===== src/rtl/unidad_deteccion_riesgos_pkg.sv =====
// rtl/unidad_deteccion_riesgos_pkg.sv - shared types and widths for the hazard unit
// Contents: FSM state encoding, register-index width, mul/div countdown width.
package unidad_deteccion_riesgos_pkg;

  localparam int REG_W = 5;
  localparam int CNT_W = 4;

  typedef enum logic [1:0] {
    RUN      = 2'd0,
    MULDIV   = 2'd1,
    MEM_WAIT = 2'd2
  } estado_t;

endpackage


===== src/rtl/unidad_deteccion_riesgos_contador_muldiv.sv =====
// rtl/unidad_deteccion_riesgos_contador_muldiv.sv - loadable down-counter for mul/div occupancy
// Ports: clk, reset (async, active-high), load/load_value (load has priority),
//        enable (decrement, stops at zero), cnt (current value), is_one (cnt == 1).
module contador_muldiv
  import unidad_deteccion_riesgos_pkg::*;
(
  input  logic             clk,
  input  logic             reset,
  input  logic             load,
  input  logic [CNT_W-1:0] load_value,
  input  logic             enable,
  output logic [CNT_W-1:0] cnt,
  output logic             is_one
);

  logic [CNT_W-1:0] cnt_q;
  logic [CNT_W-1:0] cnt_d;

  always_comb begin
    cnt_d = cnt_q;
    if (load) begin
      cnt_d = load_value;
    end else if (enable && (cnt_q != '0)) begin
      cnt_d = cnt_q - 1'b1;
    end
  end

  always_ff @(posedge clk or posedge reset) begin
    if (reset) begin
      cnt_q <= '0;
    end else begin
      cnt_q <= cnt_d;
    end
  end

  assign cnt    = cnt_q;
  assign is_one = (cnt_q == CNT_W'(1));

endmodule


===== src/rtl/unidad_deteccion_riesgos.sv =====
// rtl/unidad_deteccion_riesgos.sv - MIPS hazard detection and stall controller
// Inputs : clk, reset (async, active-high), ID source regs, EX dest reg / load / mul-div,
//          EX branch-taken, MEM request/ready.
// Outputs: pc/if_id/id_ex/ex_mem write enables, if_id/id_ex/ex_mem flushes, muldiv_busy,
//          and stall_count when HAZARD_STALL_COUNT_EN is defined.
module unidad_deteccion_riesgos
  import unidad_deteccion_riesgos_pkg::*;
#(
  parameter int MULDIV_LATENCY = 4
) (
  input  logic             clk,
  input  logic             reset,
  input  logic [REG_W-1:0] if_id_rs,
  input  logic [REG_W-1:0] if_id_rt,
  input  logic [REG_W-1:0] id_ex_rt,
  input  logic             id_ex_memRead,
  input  logic             id_ex_muldiv,
  input  logic             ex_branch_taken,
  input  logic             mem_req,
  input  logic             mem_ready,
  output logic             pc_write,
  output logic             if_id_write,
  output logic             id_ex_write,
  output logic             ex_mem_write,
  output logic             if_id_flush,
  output logic             id_ex_flush,
  output logic             ex_mem_flush,
  output logic             muldiv_busy
`ifdef HAZARD_STALL_COUNT_EN
  ,
  output logic [31:0]      stall_count
`endif
);

  estado_t          state_q;
  estado_t          state_d;
  estado_t          eval_state;
  logic [CNT_W-1:0] cnt;
  logic             cnt_is_one;
  logic             cnt_load;
  logic             cnt_en;
  logic             mem_wait;
  logic             load_use;
  logic             hold;
  logic             stall;
  logic             lu_stall;
  logic             br_flush;

  assign mem_wait = mem_req && !mem_ready;
  assign load_use = id_ex_memRead && (id_ex_rt != '0) &&
                    ((id_ex_rt == if_id_rs) || (id_ex_rt == if_id_rt));

  contador_muldiv u_cnt (
    .clk        (clk),
    .reset      (reset),
    .load       (cnt_load),
    .load_value (CNT_W'(MULDIV_LATENCY - 1)),
    .enable     (cnt_en),
    .cnt        (cnt),
    .is_one     (cnt_is_one)
  );

  always_comb begin
    state_d    = state_q;
    eval_state = state_q;
    cnt_load   = 1'b0;
    cnt_en     = 1'b0;
    hold       = 1'b0;
    stall      = 1'b0;
    lu_stall   = 1'b0;
    br_flush   = 1'b0;
    // The cycle that ends a memory wait resumes whatever was interrupted:
    // a pending mul/div countdown, otherwise normal issue.
    if (state_q == MEM_WAIT) begin
      eval_state = (cnt != '0) ? MULDIV : RUN;
    end
    if (mem_wait) begin
      hold    = 1'b1;
      state_d = MEM_WAIT;
    end else begin
      case (eval_state)
        MULDIV: begin
          cnt_en = 1'b1;
          if (cnt_is_one || (cnt == '0)) begin
            state_d = RUN;
          end else begin
            stall   = 1'b1;
            state_d = MULDIV;
          end
        end
        default: begin
          state_d = RUN;
          if (id_ex_muldiv && (MULDIV_LATENCY >= 2)) begin
            stall    = 1'b1;
            cnt_load = 1'b1;
            state_d  = MULDIV;
          end else if (ex_branch_taken) begin
            // Load-use on the wrong path is irrelevant once the branch flushes it.
            br_flush = 1'b1;
          end else if (load_use) begin
            lu_stall = 1'b1;
          end
        end
      endcase
    end
  end

  always_ff @(posedge clk or posedge reset) begin
    if (reset) begin
      state_q <= RUN;
    end else begin
      state_q <= state_d;
    end
  end

  // Outputs are forced to the free-running values while reset is held.
  always_comb begin
    pc_write     = 1'b1;
    if_id_write  = 1'b1;
    id_ex_write  = 1'b1;
    ex_mem_write = 1'b1;
    if_id_flush  = 1'b0;
    id_ex_flush  = 1'b0;
    ex_mem_flush = 1'b0;
    muldiv_busy  = 1'b0;
    if (!reset) begin
      pc_write     = !(hold || stall || lu_stall);
      if_id_write  = !(hold || stall || lu_stall);
      id_ex_write  = !(hold || stall);
      ex_mem_write = !hold;
      if_id_flush  = br_flush;
      id_ex_flush  = br_flush || lu_stall;
      ex_mem_flush = stall;
      muldiv_busy  = (state_q == MULDIV);
    end
  end

`ifdef HAZARD_STALL_COUNT_EN
  logic [31:0] stall_count_q;
  logic [31:0] stall_count_d;

  always_comb begin
    stall_count_d = stall_count_q;
    if (!pc_write && (stall_count_q != 32'hFFFF_FFFF)) begin
      stall_count_d = stall_count_q + 32'd1;
    end
  end

  always_ff @(posedge clk or posedge reset) begin
    if (reset) begin
      stall_count_q <= '0;
    end else begin
      stall_count_q <= stall_count_d;
    end
  end

  assign stall_count = stall_count_q;
`endif

endmodule


===== config.mk =====
export PLATFORM = sky130hd
export DESIGN_NAME = unidad_deteccion_riesgos
export DESIGN_NICKNAME = d
export VERILOG_FILES = /design/src/rtl/unidad_deteccion_riesgos_pkg.sv /design/src/rtl/unidad_deteccion_riesgos_contador_muldiv.sv /design/src/rtl/unidad_deteccion_riesgos.sv
export SDC_FILE = /design/constraint.sdc
export NUM_CORES = 1
export LEC_CHECK = 0
export BUFFER_PORTS_ARGS = -buffer_cell sky130_fd_sc_hd__buf_2
export CORE_MARGIN = 4
export CORE_UTILIZATION = 40
export DETAILED_ROUTE_END_ITERATION = 8
export MAX_ROUTING_LAYER = met4
export PLACE_DENSITY = 0.7
export SLEW_MARGIN = 5
export SYNTH_ARGS = -nofsm -noshare
export SYNTH_HDL_FRONTEND = slang
export SYNTH_HIERARCHICAL = 1
export SYNTH_SLANG_ARGS = --single-unit

===== constraint.sdc =====
create_clock -name clk -period 4.4 [get_ports clk]
set_input_delay 0.22 -clock clk [delete_from_list [all_inputs] [get_ports clk]]
set_output_delay 0.22 -clock clk [all_outputs]
set_load 0.01 [all_outputs]

Yosys cells after proc, flatten, opt, wreduce, memory -nomap -nowiden
Cells that the tools add are included.
Word-level totals
  register bits: 6
  bits in latches: 0
  memory bits (writable): 0
  ROM bits: 0
  bits of input ports: 22
  output and inout port bits: 8
  word-level logic and storage cells: 59
  memories kept: 0
Operators by class
  add/subtract/negate cells: 1
  $mul: 0
  div/mod/pow operators: 0
  $lt $le $gt $ge: 0
  equality and inequality tests: 6
  shift-type cells: 0
  mux-type cells: 33
  bitwise logic cells: 0
  reductions and logical operators: 17
Operator list (count)
  two-way mux 1 bit: 28
  equality test 5 bit: 2
  two-way mux 4 bit: 2
  two-way mux 2 bit: 3
  logical OR 1 bit: 5
  nonzero test 5 bit: 1
  equality test 2 x 1 -> 1 bit (second input constant): 2
  equality test 4 x 1 -> 1 bit (second input constant): 1
  logical AND 1 bit: 4
  logical NOT 1 bit: 4
  logical NOT 4 bit: 1
  nonzero test 4 bit: 1
  subtractor 4 x 1 -> 4 bit (second input constant): 1
  equality test 2 bit (second input constant): 1
  nonzero test 2 bit: 1

Depth between registers and ports, before layout
Gate-level depths: netlist of the first run.
  word-level depth: 11
  mapped depth: 7
  depth with buffers taken out: 6

Modules after synthesis
Netlist of the first run, hierarchy kept.
By module, submodules not included
  unidad_deteccion_riesgos: times used 1, cells each 47, area an instance 349.1 um^2, seq. area each 50.0 um^2
  contador_muldiv: times used 1, cells each 30, area an instance 286.5 um^2, seq. area each 100.1 um^2

Least setup slack after synthesis of the first run
No wires, ideal clock.
  path kind: reg-to-output
  from: reg u_cnt.cnt_q[0] (netlist: u_cnt/cnt[0])
  to: out pc_write
  data arrival time: 1604 ps
  required time: 4180 ps
  path slack: 2576 ps
  stages on the path, launching flop included: 6
  buffers on the path: 1
  cell sequence: dfrtp_1 nor4_4 o21ai_2 nor4_1 a32oi_1 buf_4
Between the ends
  longest elaborated chain between the ends: 10
  elaborated cells on any way between the ends: 16
  classes of those cells: eq/ne: 2; mux: 8; reduce/logical: 6
Ends and longest elaborated chain
  start, declared: line unidad_deteccion_riesgos_contador_muldiv.sv:16  | logic [CNT_W-1:0] cnt_q;
  start signal, assigned: line unidad_deteccion_riesgos_contador_muldiv.sv:32  | cnt_q <= cnt_d;
  nonzero test 4 bit: line unidad_deteccion_riesgos.sv:75  | eval_state = (cnt != '0) ? MULDIV : RUN;
  two-way mux 1 bit: line unidad_deteccion_riesgos.sv:75
  two-way mux 2 bit: line unidad_deteccion_riesgos.sv:74  | if (state_q == MEM_WAIT) begin
  equality test 2 x 1 -> 1 bit: line unidad_deteccion_riesgos.sv:81  | case (eval_state)
  two-way mux 1 bit: line unidad_deteccion_riesgos.sv:81
  two-way mux 1 bit: line unidad_deteccion_riesgos.sv:77  | if (mem_wait) begin
  logical OR 1 bit
  logical OR 1 bit *
  logical NOT 1 bit *
  two-way mux 1 bit *
  end, declared: line unidad_deteccion_riesgos.sv:21  | output logic pc_write,
Every way passes the cells marked *; elsewhere a longest branch is shown, timed or not.

Final worst setup path of the first run
  from: reg u_cnt.cnt_q[0] (netlist: u_cnt/cnt[0])
  to: out pc_write
Between the ends
  longest elaborated chain between the ends: 10
  elaborated cells on any way between the ends: 16
  classes of those cells: eq/ne: 2; mux: 8; reduce/logical: 6
Ends and longest elaborated chain
  nonzero test 4 bit: line unidad_deteccion_riesgos.sv:75
  two-way mux 1 bit: line unidad_deteccion_riesgos.sv:75
  two-way mux 2 bit: line unidad_deteccion_riesgos.sv:74
  equality test 2 x 1 -> 1 bit: line unidad_deteccion_riesgos.sv:81
  two-way mux 1 bit: line unidad_deteccion_riesgos.sv:81
  two-way mux 1 bit: line unidad_deteccion_riesgos.sv:77
  logical OR 1 bit: line unidad_deteccion_riesgos.sv:127  | pc_write = !(hold || stall || lu_stall);
  logical OR 1 bit *: line unidad_deteccion_riesgos.sv:127
  logical NOT 1 bit *: line unidad_deteccion_riesgos.sv:127
  two-way mux 1 bit *: line unidad_deteccion_riesgos.sv:126  | if (!reset) begin
Marked as above.

==> results of run 1 <==
## Yosys cell counts (all sizes together) (2+ instances only)
library cell	count
xnor2	10
nand2	9
dfrtp	6
inv	6
nor2	4
o21ai	4
nand2b	3
nor3b	3
nor4	3
a21oi	2
buf	2
conb	2
ha	2
nand3	2
o311ai	2
## what timing repair did
action	in CTS	in global routing
hold buffers	1	0
endpoints found under the setup margin	0	0
hold endpoints to repair	6	0
## power breakdown
part           internal, mW  switching [mW]
combinational        0.0999           0.102
clock                0.0307          0.0181
sequential           0.0786          0.0384
## flip-flops by register name, summed over array words and instances, names as in the netlist
signal,flops
u_cnt/cnt,4
state_q,2
## cell families after synthesis
kind of cell / Yosys count
buf+inv: 8
simple gates: 32
mux: 1
flops: 6
xor+xnor: 10
compound gates: 16
other cells: 2
fa+ha+maj: 2
## worst max-delay path: cells and delay by family (launching register included)
family          cells  cell delay (ns)
simple gates        2             0.76
buf+inv             1             0.17
compound gates      2             0.29
flops               1             0.45
## layout make-up
cell class,instances,area [um^2],area share
Inverter,6,22.5,0.0273
Sequential cell,6,150,0.182
Timing Repair Buffer,30,155,0.188
Multi-Input combinational cell,65,455,0.552
Tap cell,16,20.0,0.0242
Clock buffer,3,22.5,0.0273
## routing by layer
metal / vias to the layer above / track usage / part of all wire / routed length, um
li1: 338 / - / - / -
met1: 288 / 0.146 / 0.43 / 637
met2: 15 / 0.243 / 0.52 / 783
met3: 0 / 0.0451 / 0.049 / 73
met4: 0 / 0.0323 / 0 / 0
met5: - / - / 0 / 0
## per-stage QoR
step	area, um^2	worst slack (ns)	utilization	power [mW]
finish	826	2.28	0.548	0.367
global route	826	2.13	0.548	0.403
CTS	826	2.25	0.548	0.370
detailed placement	793	2.47	0.527	0.317
global placement	793	2.52	0.527	0.313
floorplan	643	2.58	-	0.270
## final timing paths
check	from	to	slack, ns	depth (start not counted)
worst max register to register	u_cnt/cnt[0]$_DFFE_PP0P_	u_cnt/cnt[3]$_DFFE_PP0P_	2.44	5
worst max-delay path	u_cnt/cnt[0]$_DFFE_PP0P_	pc_write	2.28	5
max in group asynchronous	reset	state_q[1]$_DFF_PP0_	3.76	3
min in group asynchronous	reset	u_cnt/cnt[2]$_DFFE_PP0P_	0.46	3
worst min register to register	u_cnt/cnt[1]$_DFFE_PP0P_	u_cnt/cnt[1]$_DFFE_PP0P_	0.65	2
worst min-delay path	mem_req	state_q[1]$_DFF_PP0_	0.32	3
==> results.md, run 1 <==
- Across every metal layer, demand over resource in global routing totals 0.137.
- The worst setup path is captured at an output pin.
- The sum of negative setup slack is 0 ns.
- The first detailed-routing pass took 4 iterations.
- The count of buffers added on input and output ports is 29.
- The via count of the first global-routing pass is 550.
- The dominant register cell in the synthesized netlist is dfrtp_1.
- The die boundary height is 47.9 um.
- The number of remaining DRC errors is 0.
- After clock tree synthesis, the setup repair step added 0 buffers.
- The synthesized design contains 0 enable-type register cells.
- The DRC marker count from the first detailed-route iteration is 4.
- The number of levels in the clock H-tree is 1.
- The initial cell density of the core is 0.422.
- The total number of vias is 641.
- Counting every instance in the synthesized netlist gives 77.
- The cell area after technology mapping is 636 um^2.
- The number of setup violations in the final report is 0.
- The routed wire length is 1500 um.
- Counting flops and latches in the post-synthesis netlist gives 6.
- The fraction of layout instances using a drive strength above 1 is 0.327.
- The congestion estimate from routability-driven global placement came to 0.775.
- The clock drives 6 sinks.
- The number of hold-slack violations in the final timing report is 0.
- The initial antenna violation count came to 0.
- The worst-case IR drop observed on VDD is 0.000202 V.
- Using the TritonRoute via totals, the vias-per-cell ratio works out to 5.09.
- The layout overhead on the synthesized area is 29.9%.
- Detailed placement finished with a half-perimeter wire length of 1230 um.
- Dividing the final minimum period by the clock period gives 0.482.
- TritonCTS built the clock tree.
- Final hold analysis gives a worst-case slack of 0.323 ns.
- The leakage power total is 0.401 nW.
- After synthesis, the share of flip-flops with an asynchronous set or reset is 1.00.
- For the worst setup path, the data arrival time is 1.90 ns.
- After detailed routing, the average wire length per cell comes to 11.9 um.
- Yosys printed 6 warnings.
- The number of instances in the placed design is 122.
- The final number of max-transition violations is 0.
- In the layout the commonest cells are 29 x buf_2, 10 x xnor2_1, 9 x nand2_1.
- The count of nets left with antenna violations after detail routing is 0.
- On the worst path, the slowest cell contributes a delay of 0.45 ns.
- The first global-routing pass estimated 2150 um of wire.
- STA classifies the critical path startpoint as a register.
- In this run the clock root is driven by a clkbuf_4.
- Leaving out filler cells and counting taps, the final layout contains 126.
- The post-synthesis area per instance is 8.25 um^2.
- The class of the most critical setup path is reg2out.
- Of all nets on the critical path, the largest fanout is 6.
- Setup repair after global routing left no endpoint under its margin.
- At the later pin of the worst-skew pair, clock insertion delay measures 0.24 ns.
- The number of different library cells used by synthesis comes to 36.
- Counting I/O delays and the setup requirement, the final critical path takes 2.12 ns.
- The adder-cell area share of the yosys netlist is 0.0394.
- The tool flagged a number of max-cap violations equal to 0.
- The number of antenna diodes in the final layout is 0.
- The buffer levels on the longest clock path is 2.
- The number of nets in the layout is 136.
- The floorplan has 14 rows.
- The total area inside the core boundary comes to 1510 um^2.
- The flow ran to the end, and the final reports show no timing, DRC or antenna violations.
- After global routing the overflow that remains totals 0.
- Yosys attributes the largest share of cell area to dfrtp_1 24%, xnor2_1 14%, nand2_1 5.3%.
- The clock-pin transition on the worst setup and hold timing paths is 0.04 ns.
- Entering global routing, the biggest net connects 12 pins.
- The critical path goes through nor4_4, o21ai_2, nor4_1, a32oi_1, buf_2.
- Of the synthesized area, sequential elements account for 0.236.
- The mux share of post-synthesis cell area is 0.0157.
- The dominant combinational cell family by area after synthesis is simple AND/OR/NAND/NOR gates.
- The xor and xnor fraction of the mapped netlist area is 0.138.
- Clock tree synthesis inserted a total of 3 buffers.
- The peak clock frequency supported by timing is 471 MHz.
- The total power per unit cell area is 445 nW/um^2.
- The cell with the biggest individual delay on the critical path is dfrtp_1.
- The most frequent standard cell in the layout excluding fill and tap cells is buf_2.
- The die area is 2290 um^2.
- The count of pins on the block boundary is 30.
- The post-synthesis compound-gate area fraction is 0.183.
- Between clock sinks in the finished design, the worst skew comes to 0.00192 ns.
- After clock tree synthesis, the repair step resized 0 gates.
- The tightest min-delay check is of the in2reg type.
- dfrtp_1 takes more of the synthesized area than any other cell.
- The area fraction in and, or, nand and nor cells after synthesis is 0.317.
- The layout has 151 filler cells.
- The critical path required time is 4.18 ns.
- The die is 47.9 um wide.
- The share of the synthesized area in the top cell type is 0.236.
(Power assumes the default switching activity.)
==> run 2: changes to the inputs <==
--- a/config.mk
+++ b/config.mk
@@ -5,12 +5,13 @@
 export SDC_FILE = /design/constraint.sdc
 export NUM_CORES = 1
 export LEC_CHECK = 0
+export ABC_AREA = 1
 export BUFFER_PORTS_ARGS = -buffer_cell sky130_fd_sc_hd__buf_2
 export CORE_MARGIN = 4
 export CORE_UTILIZATION = 40
 export DETAILED_ROUTE_END_ITERATION = 8
 export MAX_ROUTING_LAYER = met4
-export PLACE_DENSITY = 0.7
+export PLACE_DENSITY = 0.67
 export SLEW_MARGIN = 5
 export SYNTH_ARGS = -nofsm -noshare
 export SYNTH_HDL_FRONTEND = slang
==> constraint.sdc (replaced) <==
create_clock -name clk -period 2 [get_ports clk]
set_input_delay 0.1 -clock clk [delete_from_list [all_inputs] [get_ports clk]]
set_output_delay 0.1 -clock clk [all_outputs]
set_load 0.01 [all_outputs]
==> results.md, run 2 <==
- The number of enable-type register cells in the synthesized netlist was 0 (unchanged).
- The net load switching power came to 0.470 mW (was 0.158 mW).
- In the finished design, the share of the clock period the worst path needs comes to 0.909.
- The row count came to 15 (was 14).
- The die area is 2720 um^2 (was 2290 um^2).
- The internal power consumption is 0.489 mW (was 0.209 mW).
- The number of instances in the placed design is 188 (was 122).
- The average wire length per cell after detail routing is 9.17 um (was 11.9 um).
- The number of buffer cells added on primary ports is 29 (unchanged).
- The setup clock skew after layout is 0.00174 ns (was 0.00192 ns).
- The die width was 52.1 um (was 47.9 um).
- The final total power is 0.959 mW (was 0.367 mW).
- The number of setup violations in the final report is 0 (unchanged).
- The share of total power in the clock network was 0.117 (was 0.133).
- The total number of vias is 852 (was 641).
- The number of levels in the clock H-tree came to 1 (unchanged).
- The fraction of layout instances using a drive strength above 1 is 0.347 (was 0.327).
- The number of remaining DRC errors is 0 (unchanged).
- The wire length of the first global-routing pass was 3000 um (was 2150 um).
- The most frequent standard cell in the layout excluding fill and tap cells was nand2_1 (was buf_2).
- The maximum number of pins on one net before global-route repair is 8 (was 12).
- RSZ-0062 raised after global routing: no (unchanged).
- The die boundary height was 52.1 um (was 47.9 um).
- The sum of negative setup slack was 0 ns (unchanged).
- The cell area after technology mapping is 779 um^2 (was 636 um^2).
- The most common cell in the netlist is nand2_1 (was xnor2_1).
- Synth top area cells: nand2_1 21%, dfrtp_1 19%, inv_1 9.6% (was dfrtp_1 24%, xnor2_1 14%, nand2_1 5.3%).
- The number of hold-slack violations in the final timing report is 0 (unchanged).
- The routed wire length is 1760 um (was 1500 um).
- The total placed instance area came to 956 um^2 (was 793 um^2).
- The combined buffer and inverter count along the critical path is 2 (was 1).
- The share of flip-flops with an asynchronous set or reset after synthesis is 1.00 (unchanged).
- The type of origin of the critical path is a register (unchanged).
- The number of standard cells in the final layout excluding fillers is 192 (was 126).
- The category of cells accounting for the largest share of critical-path delay is simple AND/OR/NAND/NOR gates (unchanged).
- The sequential share of the synthesized area was 0.193 (was 0.236).
- Series of cell instances along the critical path: inv_1, ha_1, nor3b_1, a21oi_1, nand2_2, and2_4, nor3_2, buf_2 (was nor4_4, o21ai_2, nor4_1, a32oi_1, buf_2).
- The class of the most critical setup path is reg2out (unchanged).
- The part of the power in combinational logic is 0.614 (was 0.548).
- The post-synthesis cell count was 133 (was 77).
- The critical path required time is 1.90 ns (was 4.18 ns).
- The dominant register cell in the synthesized netlist is dfrtp_1 (unchanged).
- The total power per unit cell area was 969 nW/um^2 (was 445 nW/um^2).
- The layout overhead on the synthesized area is 27.0% (was 29.9%).
- The number of iterations in the first detailed-routing pass is 4 (unchanged).
- The post-CTS setup buffer count is 0 (unchanged).
- Leading cell types by count after synthesis: 43 x nand2_1, 20 x inv_1, 15 x nor2_1 (was 10 x xnor2_1, 9 x nand2_1, 6 x dfrtp_1, 6 x inv_1, 4 x nor2_1).
- The number of antenna repair diodes is 0 (unchanged).
- Result of the run: finished, final reports clean (unchanged).
- The buffer levels on the longest clock path is 2 (unchanged).
- The peak clock frequency supported by timing is 550 MHz.
- The synthesized flop and latch total is 6 (unchanged).
- The CTS tree is done (unchanged).
- The total overflow reported by the global router is 0 (unchanged).
- The maximum single-stage delay on the critical path is 0.40 ns (was 0.45 ns).
- The global router's overall resource usage was 0.152 (was 0.137).
- The post-synthesis area per instance came to 5.86 um^2 (was 8.25 um^2).
- The area of the core is 1780 um^2 (was 1510 um^2).
- The initial cell density of the core is 0.437 (was 0.422).
- The routed via count divided by cell count is 4.44 (was 5.09).
- The filler cell count is 194 (was 151).
- The half-perimeter wire length after detailed placement is 1480 um (was 1230 um).
- The critical path endpoint category is an output pin (unchanged).
- The via count of the first global-routing pass is 758 (was 550).
- Commonest cells after routing, fill and taps aside: 43 x nand2_1, 29 x buf_2, 20 x inv_1 (was 29 x buf_2, 10 x xnor2_1, 9 x nand2_1).
- The global placer's final weighted congestion is 0.864 (was 0.775).
- The number of flip-flops in the largest register is 4 (unchanged).
- The cell at the root of the clock tree is clkbuf_4 (unchanged).
- Counting I/O delays and the setup requirement, the final critical path takes 1.82 ns.
- The sequential cell fraction of total power was 0.269 (was 0.319).
- The number of clock sinks came to 6 (unchanged).
- The initial antenna violation count came to 0 (unchanged).
- The count of nets left with antenna violations after detail routing came to 0 (unchanged).
- The post-placement worst setup slack is 0.328 ns (was 2.47 ns).
- The number of maximum-capacitance constraint violations is 0 (unchanged).
- The CTS buffer count is 3 (unchanged).
- The warning count from the yosys run is 6 (unchanged).
- The cell with the biggest individual delay on the critical path was dfrtp_2 (was dfrtp_1).
- The top fanout value on the critical path is 4 (was 6).
- The leakage power total is 0.607 nW (was 0.401 nW).
- The count of pins on the block boundary came to 30 (unchanged).
- The clock insertion delay at the later pin of the skew report came to 0.24 ns (about the same).
- The DRC marker count from the first detailed-route iteration is 17 (was 4).
- The share of the synthesized area in the top cell type was 0.207 (was 0.236).
- The count of cell types in the netlist is 24 (was 36).
- The post-layout instance area is 990 um^2 (was 826 um^2).
- The final critical-path setup slack is 0.182 ns (was 2.28 ns).
- The number of nets in the layout is 193 (was 136).
- The clock-pin transition on the worst setup and hold timing paths is 0.05 ns (was 0.04 ns).
- The worst voltage drop across the vdd grid was 0.000622 V (was 0.000202 V).
- The final number of max-transition violations is 0 (unchanged).
- The signal arrival time at the worst endpoint came to 1.72 ns (was 1.90 ns).
- The type of the worst min-delay path is in2reg (unchanged).
- The largest area contributor in the synthesized netlist is nand2_1 (was dfrtp_1).
- The share of total power consumed by net switching came to 0.490 (was 0.430).
==> run 2: repair_timing <==
item,in CTS,in global routing
hold buffers,1,0
setup endpoints to repair,0,1
resized for setup,0,1
endpoints found under the hold margin,6,0
==> run 2: logic make-up (layout without fill, tap and decap cells) <==
group,count (synthesis),after routing,share of synthesized area
buffers and inverters,28,60,0.140
xor gates and xnor gates,2,2,0.0225
adders and majority gates,2,2,0.0321
other,2,4,0.00963
DFF,6,6,0.193
AOI/OAI and AO/OA,6,6,0.0385
and+or+nand+nor,87,87,0.565
==> run 2: worst register-to-register path, stage by stage (launching register included) <==
cell and delay, ns:
dfrtp_1 0.45, nor2_4 0.12, nand2_2 0.07, nand2_4 0.07, nand3_2 0.08, nor2_1 0.38
inv_2 0.12, nand3_1 0.10, nand2_1 0.05, nand2_1 0.06, o21ai_1 0.06
==> run 2: metrics by stage <==
| step | utilization | hold slack (ns) |
|---|---|---|
| finish | 0.555 | 0.208 |
| global route | 0.555 | 0.208 |
| CTS | 0.554 | 0.194 |
| detailed placement | 0.536 | 0.0179 |
| global placement | 0.536 | 0.00628 |
| floorplan | - | -0.147 |
==> run 2: final timing paths <==
kind,from,to,slack [ns],cells after the start
hold reg to reg,u_cnt/cnt[1]$_DFFE_PP0P_,u_cnt/cnt[1]$_DFFE_PP0P_,0.62,2
min in group asynchronous,reset,state_q[1]$_DFF_PP0_,0.32,3
setup / recovery,u_cnt/cnt[1]$_DFFE_PP0P_,ex_mem_flush,0.18,8
max in group asynchronous,reset,u_cnt/cnt[1]$_DFFE_PP0P_,1.46,3
setup reg to reg,u_cnt/cnt[2]$_DFFE_PP0P_,u_cnt/cnt[2]$_DFFE_PP0P_,0.31,10
hold / removal,mem_req,state_q[1]$_DFF_PP0_,0.21,3
==> run 2: per-layer routing <==
metal | part of all wire | global-route usage | up-vias
met3 | 0.057 | 0.0372 | 2
met1 | 0.46 | 0.176 | 363
met5 | 0 | - | -
li1 | - | - | 464
met2 | 0.48 | 0.249 | 23
met4 | 0.0097 | 0.0681 | 0
==> run 2: area by class of cell <==
class                   instances  area [um^2]  area share
clock buffers                   3         22.5      0.0228
inverters                      27          101       0.102
multi-input cells             101          528       0.534
flip-flops and latches          6          151       0.153
well taps                      25         31.3      0.0316
repair buffers                 30          155       0.157
==> run 2: power groups by stage <==
stage | clock [mW] | combinational (mW) | sequential, mW
3_3_place_gp | 0 | 0.578 | 0.252
5_1_grt | 0.131 | 0.683 | 0.269
2_1_floorplan | 0 | 0.465 | 0.244
6_report | 0.112 | 0.589 | 0.258
4_1_cts | 0.121 | 0.592 | 0.256
3_5_place_dp | 0 | 0.586 | 0.256
==> run 3: changes to the inputs <==
--- a/config.mk
+++ b/config.mk
@@ -7,11 +7,13 @@
 export LEC_CHECK = 0
 export ABC_AREA = 1
 export BUFFER_PORTS_ARGS = -buffer_cell sky130_fd_sc_hd__buf_2
+export CELL_PAD_IN_SITES_DETAIL_PLACEMENT = 2
+export CELL_PAD_IN_SITES_GLOBAL_PLACEMENT = 2
 export CORE_MARGIN = 4
-export CORE_UTILIZATION = 40
+export CORE_UTILIZATION = 23
 export DETAILED_ROUTE_END_ITERATION = 8
 export MAX_ROUTING_LAYER = met4
-export PLACE_DENSITY = 0.67
+export PLACE_DENSITY_LB_ADDON = 0.1
 export SLEW_MARGIN = 5
 export SYNTH_ARGS = -nofsm -noshare
 export SYNTH_HDL_FRONTEND = slang
==> results.md, run 3 (synthesis gave the netlist of run 2 again) <==
- The top fanout value on the critical path came to 4 (unchanged).
- The total number of vias is 888 (was 852).
- The row count is 20 (was 15).
- The number of instances in the placed design was 207 (was 188).
- The critical path endpoint category is an output pin (unchanged).
- The total power per unit cell area is 979 nW/um^2 (was 969 nW/um^2).
- The number of clock sinks is 6 (unchanged).
- The initial cell density of the core came to 0.247 (was 0.437).
- The clock period minus final worst setup slack is 1.81 ns (was 1.82 ns).
- The die width is 66.2 um (was 52.1 um).
- The via count of the first global-routing pass came to 935 (was 758).
- The die area is 4380 um^2 (was 2720 um^2).
- The layout overhead on the synthesized area is 29.9% (was 27.0%).
- The number of buffer cells added on primary ports came to 29 (unchanged).
- The number of remaining DRC errors is 0 (unchanged).
- The average wire length per cell after detail routing came to 11.6 um (was 9.17 um).
- The sum of negative setup slack is 0 ns (unchanged).
- The final critical-path setup slack is 0.189 ns (was 0.182 ns).
- The share of the cycle needed by the critical path after routing is 0.905 (was 0.909).
- The buffer levels on the longest clock path is 2 (unchanged).
- The post-layout utilization of the core is 0.321 (was 0.555).
- The number of standard cells in the final layout excluding fillers was 211 (was 192).
- The leakage power total was 0.609 nW (was 0.607 nW).
- The number of levels in the clock H-tree is 1 (unchanged).
- The die boundary height is 66.2 um (was 52.1 um).
- The minimum setup slack among reg-to-reg paths was 0.28 ns (was 0.31 ns).
- Result of the run: finished, final reports clean (unchanged).
- The most frequent standard cell in the layout excluding fill and tap cells was nand2_1 (unchanged).
- The transition time of the tightest slew-check pin is 0.514 ns.
- The number of flip-flops in the largest register was 4 (unchanged).
- RSZ-0062 raised after global routing: no (unchanged).
- In this run the tightest slew margin relative to its limit is 0.656.
- The post-placement worst setup slack is 0.262 ns (was 0.328 ns).
- The critical path required time came to 1.90 ns (about the same).
- Commonest cells after routing, fill and taps aside: 43 x nand2_1, 29 x buf_2, 20 x inv_1 (unchanged).
- The DRC marker count from the first detailed-route iteration is 15 (was 17).
- The cell at the root of the clock tree is clkbuf_4 (unchanged).
- The hold buffer count at cts was 1 (unchanged).
- The number of iterations in the first detailed-routing pass is 4 (unchanged).
- The setup clock skew after layout is 0.0120 ns (was 0.00174 ns).
- The total of cells resized after clock tree synthesis is 0 (unchanged).
- The worst voltage drop across the vdd grid was 0.000567 V (was 0.000622 V).
- The CTS buffer count is 3 (unchanged).
- The wire length of the first global-routing pass is 4110 um (was 3000 um).
- The post-CTS setup buffer count is 0 (unchanged).
- The signal arrival time at the worst endpoint is 1.71 ns (was 1.72 ns).
- The fraction of layout instances using a drive strength above 1 is 0.341 (was 0.347).
- The routed via count divided by cell count was 4.21 (was 4.44).
- The count of pins on the block boundary was 30 (unchanged).
- The initial antenna violation count is 0 (unchanged).
- The number of nets in the layout was 193 (unchanged).
- The area of the core came to 3150 um^2 (was 1780 um^2).
- The type of the worst min-delay path is in2reg (unchanged).
- The number of hold-slack violations in the final timing report is 0 (unchanged).
- The filler cell count is 438 (was 194).
- The global router's overall resource usage is 0.124 (was 0.152).
- The class of the most critical setup path is reg2out (unchanged).
- The type of origin of the critical path is a register (unchanged).
- The global placer's final weighted congestion was 0.793 (was 0.864).
- The number of setup violations in the final report is 0 (unchanged).
- The peak clock frequency supported by timing is 552 MHz (was 550 MHz).
- The half-perimeter wire length after detailed placement is 2200 um (was 1480 um).
- The clock insertion delay at the later pin of the skew report is 0.26 ns (was 0.24 ns).
- The CTS tree is done (unchanged).
- The total overflow reported by the global router was 0 (unchanged).
- The clock-pin transition on the worst setup and hold timing paths is 0.06 ns (was 0.05 ns).
- The maximum number of pins on one net before global-route repair came to 8 (unchanged).
- The final number of max-transition violations is 0 (unchanged).
- The number of antenna repair diodes is 0 (unchanged).
- The routed wire length came to 2450 um (was 1760 um).
- The number of maximum-capacitance constraint violations is 0 (unchanged).
- The count of nets left with antenna violations after detail routing is 0 (unchanged).
run 3: layer usage:
layer | vias up | track usage | part of all wire
li1 | 460 | - | -
met1 | 409 | 0.143 | 0.45
met2 | 17 | 0.219 | 0.50
met3 | 2 | 0.0306 | 0.045
met4 | 0 | 0.0228 | 0.0069
met5 | - | - | 0
run 3: cell type report:
class	count	area [um^2]	area share
multi-input cells	101	528	0.522
repair buffers	30	155	0.153
flip-flops and latches	6	150	0.148
inverters	27	101	0.100
well taps	44	55.1	0.0544
clock buffers	3	22.5	0.0222
run 3: worst max-delay path, stage by stage, from the launching register on:
cell     delay [ns]
dfrtp_1        0.42
inv_1          0.09
ha_1           0.19
nor3b_1        0.14
a21oi_1        0.16
nand2_2        0.08
and2_4         0.14
nor3_2         0.08
buf_2          0.15
run 3: metrics by stage:
step                      total power, mW  hold WS [ns]  cell area, um^2
after detailed placement            0.882        0.0211              980
after global routing                 1.12         0.235             1010
after floorplan                     0.709        -0.147              787
after CTS                            1.02         0.204             1010
after global placement              0.853        0.0107              980
final                               0.991         0.214             1010
run 3: report_power, final:
part / switching (mW) / internal, mW / total (mW)
combinational: 0.366 / 0.246 / 0.612
clock: 0.0569 / 0.0688 / 0.126
sequential: 0.0792 / 0.174 / 0.253
run 3: worst paths after layout:
kind / from / to / depth (start not counted)
max reg2reg: u_cnt/cnt[2]$_DFFE_PP0P_ / u_cnt/cnt[2]$_DFFE_PP0P_ / 10
min reg2reg: u_cnt/cnt[1]$_DFFE_PP0P_ / u_cnt/cnt[1]$_DFFE_PP0P_ / 2
min: mem_req / state_q[1]$_DFF_PP0_ / 3
max: u_cnt/cnt[1]$_DFFE_PP0P_ / ex_mem_flush / 8
max in group asynchronous: reset / u_cnt/cnt[3]$_DFFE_PP0P_ / 3
min in group asynchronous: reset / state_q[1]$_DFF_PP0_ / 3
